[src/rtl/led_pattern_sequencer.sv]
// led_pattern_sequencer
//   Steps an LED pattern once every PERIOD enabled clock cycles. Four modes:
//   rotate-left, rotate-right, bounce (a single lit LED moving back and forth)
//   and fill/drain (shift ones in until full, then shift zeros in until empty).
//
//   Optional feature: define LED_BOUNCE_EN to build the bounce logic. When it is
//   undefined, mode 2'b10 behaves as rotate-left.
//
// Parameters
//   WIDTH    LED count (>= 2)
//   PERIOD   enabled clk cycles per pattern step (>= 1)
//   CNT_W    prescaler width; must hold PERIOD-1
// Ports
//   clk       in   clock, rising edge
//   rst       in   asynchronous active-high reset (led=1, prescaler=0, dir=left)
//   en        in   prescaler/step enable
//   mode      in   00 rotl, 01 rotr, 10 bounce, 11 fill/drain
//   load      in   synchronous load; beats a same-cycle tick
//   load_val  in   pattern for load
//   led       out  registered LED pattern
//   step      out  registered one-cycle pulse after each pattern step
module led_pattern_sequencer #(
  parameter int unsigned WIDTH  = 8,
  parameter int unsigned PERIOD = 50000000,
  parameter int unsigned CNT_W  = 27
) (
  input  logic             clk,
  input  logic             rst,
  input  logic             en,
  input  logic [1:0]       mode,
  input  logic             load,
  input  logic [WIDTH-1:0] load_val,
  output logic [WIDTH-1:0] led,
  output logic             step
);

  typedef enum logic {DirLeft, DirRight} dir_e;

  localparam logic [CNT_W-1:0] LastCnt  = CNT_W'(PERIOD - 1);
  localparam logic [WIDTH-1:0] ResetLed = WIDTH'(1);

  logic [CNT_W-1:0] cnt_q, cnt_d;
  logic [WIDTH-1:0] led_q, led_d;
  dir_e             dir_q, dir_d;
  logic             step_q, step_d;
  logic             tick;
  logic [WIDTH-1:0] fill_val;

  assign tick = en && (cnt_q == LastCnt);

  // Fill shifts in a one while heading left, a zero while heading right.
  assign fill_val = {led_q[WIDTH-2:0], (dir_q == DirLeft)};

  always_comb begin
    cnt_d  = cnt_q;
    led_d  = led_q;
    dir_d  = dir_q;
    step_d = 1'b0;
    if (load) begin
      cnt_d = '0;
      led_d = load_val;
      dir_d = DirLeft;
    end else if (en) begin
      if (tick) begin
        cnt_d  = '0;
        step_d = 1'b1;
        case (mode)
          2'b00: led_d = {led_q[WIDTH-2:0], led_q[WIDTH-1]};
          2'b01: led_d = {led_q[0], led_q[WIDTH-1:1]};
          2'b10: begin
`ifdef LED_BOUNCE_EN
            if (dir_q == DirLeft) begin
              if (led_q[WIDTH-1]) begin
                dir_d = DirRight;
                led_d = led_q >> 1;
              end else begin
                led_d = led_q << 1;
              end
            end else begin
              if (led_q[0]) begin
                dir_d = DirLeft;
                led_d = led_q << 1;
              end else begin
                led_d = led_q >> 1;
              end
            end
`else
            led_d = {led_q[WIDTH-2:0], led_q[WIDTH-1]};
`endif
          end
          2'b11: begin
            led_d = fill_val;
            if (&fill_val) begin
              dir_d = DirRight;
            end else if (fill_val == '0) begin
              dir_d = DirLeft;
            end
          end
          default: led_d = led_q;
        endcase
      end else begin
        cnt_d = cnt_q + CNT_W'(1);
      end
    end
  end

  always_ff @(posedge clk or posedge rst) begin
    if (rst) begin
      cnt_q  <= '0;
      led_q  <= ResetLed;
      dir_q  <= DirLeft;
      step_q <= 1'b0;
    end else begin
      cnt_q  <= cnt_d;
      led_q  <= led_d;
      dir_q  <= dir_d;
      step_q <= step_d;
    end
  end

  assign led  = led_q;
  assign step = step_q;

endmodule

[config.mk]
export PLATFORM = sky130hd
export DESIGN_NAME = led_pattern_sequencer
export DESIGN_NICKNAME = d
export VERILOG_FILES = /design/src/rtl/led_pattern_sequencer.sv
export SDC_FILE = /design/constraint.sdc
export NUM_CORES = 1
export LEC_CHECK = 0
export ABC_AREA = 1
export BUFFER_PORTS_ARGS = -buffer_cell sky130_fd_sc_hd__buf_2
export CAP_MARGIN = 20
export CELL_PAD_IN_SITES_DETAIL_PLACEMENT = 1
export CELL_PAD_IN_SITES_GLOBAL_PLACEMENT = 1
export CORE_MARGIN = 1.5
export CORE_UTILIZATION = 35
export CTS_BUF_LIST = sky130_fd_sc_hd__clkbuf_16
export CTS_CLUSTER_SIZE = 12
export DETAILED_ROUTE_END_ITERATION = 10
export MAX_ROUTING_LAYER = met4
export PLACE_DENSITY = 0.72
export SYNTH_ARGS = -nofsm -noshare
export SYNTH_HDL_FRONTEND = slang
export SYNTH_SLANG_ARGS = --single-unit
[constraint.sdc]
create_clock -name clk -period 1.6 [get_ports clk]
set_clock_uncertainty 0.15 [all_clocks]
set_input_delay 0.24 -clock clk [delete_from_list [all_inputs] [get_ports clk]]
set_output_delay 0.24 -clock clk [all_outputs]
set_load 0.05 [all_outputs]
==> run metrics, run 1 <==
post-synth cell types 30; Synth area leaders dfrtp_1 (38%), nand2_1 (16%), nor2_1 (12%); Least-Margin Pin Slew 305.1 ps; Rows 29; worst skew pair latency slightly below 300 ps; Initial Utilization 0.3669; pre-CTS WS -89.44 ps; critical path data required time approximately 1600 ps; critical path fanouts, max 4; TritonCTS clock tree built; net load switching power 0.6945 mW; Final GP Congestion 0.8656; Routed Antenna Nets 0; Mapped Nets roughly 380; PortBufs 22; post-synthesis cell area ~0.0024 mm2; Gate power share 0.143; Crit Path Class flop to flop; chip height ~85 um; Post-synth EDFFs 0; synth warn 0; Reg clk slew, reported paths around 60 ps; WP data arrival 1670 ps; failing checks DRC, setup timing; r2r worst-path depth 9; Setup TNS -577.4 ps; Max clock buf depth 2; vias in the first global route roughly 2700; Final Hold Viols 0; Internal 1.985 mW; final setup fails 23; Avg Synthesized Cell Area ~6.6 um2; grt total ovfl 0; hold path depth 5; run status complete, but fails checks; Critical Path Slowest Stage Cell dfrtp_1; largest net degree at the start of global routing 38; setup ws final -46.65 ps; number of fill cells in the layout between 800 and 900; Final Max Tran Viols 0; area leader, netlist dfrtp_1; Routed Wire Length 8108 um; cell count after synthesis 360; total power roughly 2.7 mW; GRT Total Usage 0.2340; Multi-input gate area around 0.0014 mm2; sequential area share after synthesis 0.3912; Rel. slew slack 0.7944; CP delay by family, top simple AND/OR/NAND/NOR gates; layout cells sized above 1 0.3341; post-layout minimum cycle time roughly 1600 ps; worst vdd ir roughly 0.48 mV; nets between 400 and 500; Synth top area share 0.3801; WP buf/inv 2; Worst Hold Class input pin to flop; register area just over 900 um2; Iteration-0 DRC Markers ~140; WP depth 9; Power Density between 700 and 800 mW/mm2; H-Tree Depth 2; Max Clock Freq 607.3 MHz; RSZ-0062 raised after global routing yes; num ports 23; Clock Power Share 0.483; CP dominant cell by count nor2_1; worst hold slack about 120 ps; Finished Layout Cells 520; leakage power 1.620 nW; die width roughly 85 um; CP cell instances ha_2, inv_2, nor2_2, nand3_2, nor2_1, buf_4, nand4_1, nand2_1, nor2_1; DRC viols 1; asr flop ratio synth 1.000; first-pass iteration count of the detailed router 7; period utilization 1.029; CTS Buf Count 5; Seq cells post-synth 37; Root Buffer clkbuf_16; Area Overhead vs Synth 43.98%; antenna violations before repair 0; ANT cells 0; sequential power share 0.374; drt via density 4.979; Die ar. roughly 0.0073 mm2; most frequent cells after synthesis nand2_1 (104), nor2_1 (76), inv_1 (50); detailed-route wire length per cell ~16 um; crit end category flop; via count 2589; Placed Cells incl. Taps slightly above 500; Max-cap violations 0; Sw Share 0.2592; Sink Count 37; largest stage delay on the critical path approximately 350 ps; first-pass GRT wire length 12850 um; Critical Path Start Type flop; count leader, synth nand2_1; HPWL after DPL between 5000 and 6000 um; Top FF cell, synth dfrtp_1; Core Region 0.006459 mm2
[power groups by stage]
| stage | clock, mW | sequential (mW) | combinational (mW) |
|---|---|---|---|
| after CTS | 1.32 | 1.00 | 0.363 |
| after floorplan | 0 | 1.10 | 0.140 |
| after global routing | 1.35 | 1.01 | 0.418 |
| final | 1.29 | 1.00 | 0.382 |
| after detailed placement | 0 | 1.02 | 0.354 |
| after global placement | 0 | 1.02 | 0.344 |
[layout by cell type (no fill, tap or decap), types with 3 or more instances in the layout]
| cell | n |
|---|---|
| nor3_1 | 4 |
| nand4_1 | 5 |
| buf_6 | 3 |
| o21ai_1 | 3 |
| dfrtp_1 | 34 |
| o21ai_0 | 16 |
| nand2_2 | 14 |
| nor2_4 | 8 |
| buf_4 | 51 |
| nor3_2 | 3 |
| nor2_2 | 13 |
| clkbuf_16 | 6 |
| inv_1 | 47 |
| nand3_1 | 20 |
| xor2_1 | 3 |
| nand3_2 | 5 |
| nand2_1 | 92 |
| a21oi_1 | 5 |
| nor2_1 | 60 |
| buf_12 | 3 |
| buf_2 | 22 |
| o21ai_2 | 3 |
[layout make-up]
type	count	area share
flip-flops and latches	37	0.2725
repair buffers	81	0.1823
multi-input cells	267	0.4056
clock inverters	3	0.01907
inverters	50	0.05574
clock buffers	5	0.03667
well taps	77	0.02824
[worst paths after layout]
path / slack [ps] / end / start
max: -50 / cnt_q[26] / cnt_q[1]
min: 120 / led[1] / load_val[1]
max reg2reg: -50 / cnt_q[26] / cnt_q[1]
min reg2reg: 370 / dir_q / dir_q
max in group asynchronous: 630 / led[0] / rst
min in group asynchronous: 390 / cnt_q[1] / rst
[metrics by stage]
step                        util  cell area [um2]
after floorplan                -             2377
after global placement    0.4572             2953
after detailed placement  0.4572             2953
after CTS                 0.4975             3213
after global routing      0.5283             3412
final                     0.5283             3412
[state kept, by name, summed over array words and instances (netlist names)]
name	flops
led	8
step	1
dir_q	1
cnt_q	27
[cell families after synthesis]
| group | synth area share |
|---|---|
| AND/OR/NAND/NOR | 0.4224 |
| buffers and inverters | 0.09768 |
| flip-flops | 0.3912 |
| AO/OA/AOI/OAI | 0.06494 |
| XOR/XNOR | 0.01848 |
| adder cells (fa/ha/maj) | 0.005279 |
[worst register-to-register path, stage by stage, from the launching register on]
cell and delay, ps:
dfrtp_1 350, ha_2 180, inv_2 50, nor2_2 190
nand3_2 120, nor2_1 150, buf_4 150, nand4_1 70
nand2_1 80, nor2_1 50
[repair_timing]
action | 4_1_cts | 5_1_grt
cloned | 0 | 1
setup buffers | 2 | 5
setup endpoints to repair | 36 | 37
gates resized for setup | 18 | 42
pin swaps | 3 | 9
hold buffers | 1 | 0
endpoints found under the hold margin | 36 | 0
[metal layers]
| layer | track usage | wire length (um) |
|---|---|---|
| met2 | 0.4055 | 4282 |
| met3 | 0.02918 | 275 |
| met5 | - | 0 |
| met1 | 0.2871 | 3433 |
| met4 | 0.06598 | 116 |
Power figures use the tool's default switching activity.
==> run 2, diff against run 1 <==
Settings changed: SETUP_SLACK_MARGIN set to 0.02.
==> run 2 against run 1 <==
Compared with the run above: the flow still finishes with violations (DRC, setup timing); sequential cell count is the same; combinational power is essentially flat; register-to-register slack is essentially flat; final cell count is the same; design area grew 0.29%; fmax shrank 0.29%; clock power is essentially flat; first-iteration DRC count shrank 13%; largest cell class unchanged; largest power group unchanged.
==> run metrics, run 2 (synthesis results as in run 1) <==
run status complete, but fails checks; failing checks DRC, setup timing; vias in the first global route 2657; setup ws final -51.47 ps; TritonCTS clock tree built; Critical Path Start Type flop; die width about 85 um; post-layout minimum cycle time about 1700 ps; Worst Hold Class input pin to flop; DRC viols 1; Gate power share 0.143; Crit Path Class flop to flop; Internal 1.986 mW; Top reg by flops cnt_q; ANT cells 0; RSZ-0062 raised after global routing yes; Routed Wire Length 8158 um; first-pass GRT wire length between 10000 and 15000 um; commonest non-fill, non-tap cell in the layout nand2_1; Final GP Congestion around 0.87; Rows 29; num ports 23; HPWL after DPL 5592 um; layout cells sized above 1 0.3386; Max-cap violations 0; leakage power roughly 1.6 nW; PortBufs 22; WP data arrival approximately 1700 ps; net load switching power 0.7021 mW; Iteration-0 DRC Markers approximately 120; final setup fails 24; Sink Count 37; GRT Total Usage 0.2340; Clock Power Share 0.484; Root Buffer clkbuf_16; Max clock buf depth 2; largest stage delay on the critical path between 300 and 400 ps; nets roughly 460; via count 2592; period utilization 1.032; Core Region approximately 0.0065 mm2; Initial Utilization 0.3669; CP dominant cell by count nor2_1; commonest non-fill, non-tap cells in the layout nand2_1 (92), nor2_1 (58), buf_4 (51); Max Clock Freq a little over 600 MHz; Power Density slightly below 800 mW/mm2; critical path data required time 1630 ps; Critical Path Slowest Stage Cell dfrtp_1; Hold Startpoint load_val[1]; chip height ~85 um; worst skew pair latency 290 ps; Area Overhead vs Synth 44.40%; Die ar. 0.007274 mm2; worst vdd ir around 0.48 mV; Least-Margin Pin Slew approximately 320 ps; H-Tree Depth 2; detailed-route wire length per cell 15.69 um; Sw Share 0.2612; total power approximately 2.7 mW; max reg flops 27; CTS Buf Count 5; largest net degree at the start of global routing 38; number of fill cells in the layout slightly above 800; share of the core filled with cells 0.5298; worst r2r src cnt_q[1]; grt total ovfl 0; Routed Antenna Nets 0; sequential power share 0.373; first-pass iteration count of the detailed router 7; antenna violations before repair 0; critical path fanouts, max 4; Final Max Tran Viols 0; Reg clk slew, reported paths around 60 ps; crit end category flop; Final Hold Viols 0; Rel. slew slack 0.7884; crit path from cnt_q[1]; CP cell instances ha_2, inv_2, nor2_2, nand3_2, nor2_1, buf_4, nand4_1, nand2_1, nor2_1; drt via density roughly 5
## run 2: changes by cell type in the layout (fill, tap and decap cells not counted)
| cell | change |
|---|---|
| nand2_2 | -1 |
| nand2_4 | +1 |
| nor2_2 | +2 |
| nor2_1 | -2 |
## run 2: critical path, delay by kind of cell, from the launching register on
kind	cells	cell delay [ps]
flops	1	350
simple gates	6	660
buf+inv	2	200
fa+ha+maj	1	180
## run 2: metrics by stage
step	hold WS, ps	instances	cell area, um2	worst slack [ps]	setup TNS (ps)
after floorplan	230.7	360	2377	18.81	0
after global placement	162.4	503	2953	-76.79	-1683
after detailed placement	167.8	503	2953	-89.44	-1458
after CTS	118.7	514	3218	-16.58	-48.94
after global routing	164.3	520	3422	-129.0	-2910
final	114.8	520	3422	-51.47	-662.4
## run 2: per-layer routing
| layer | up-vias | GRT usage | share of wire |
|---|---|---|---|
| met4 | 0 | 0.06598 | 0.011 |
| met5 | - | - | 0 |
| met2 | 35 | 0.4055 | 0.52 |
| li1 | 1272 | - | - |
| met3 | 6 | 0.02918 | 0.027 |
| met1 | 1279 | 0.2871 | 0.44 |
## run 2: area by class of cell
type / instances / area [um2] / area share
Clock inverter: 3 / 65.06 / 0.01901
Inverter: 50 / 190.2 / 0.05558
Clock buffer: 5 / 125.1 / 0.03656
Sequential cell: 37 / 929.6 / 0.2717
Tap cell: 77 / 96.34 / 0.02815
Timing Repair Buffer: 81 / 621.8 / 0.1817
Multi-Input combinational cell: 267 / 1394 / 0.4073
## run 2: timing repair
action                                  4_1_cts  5_1_grt
endpoints found under the setup margin       36       37
pin swaps                                     4        9
hold endpoints to repair                     36        0
buffers inserted                              2        5
hold buffers                                  1        0
gates resized for setup                      20       43
gates cloned                                  0        1
## run 2: worst paths after layout
path | end | slack (ps) | cells after the start
max | cnt_q[26] | -50 | 9
min | led[1] | 110 | 5
max reg2reg | cnt_q[26] | -50 | 9
min reg2reg | dir_q | 370 | 2
max in group asynchronous | led[0] | 630 | 4
min in group asynchronous | cnt_q[1] | 390 | 4
## run 2: power groups by stage
stage                     registers [mW]  logic, mW  clock network, mW
after floorplan                     1.10      0.140                  0
after detailed placement            1.02      0.354                  0
final                               1.00      0.383               1.30
after global routing                1.01      0.419               1.35
after CTS                           1.00      0.363               1.32
after global placement              1.02      0.344                  0
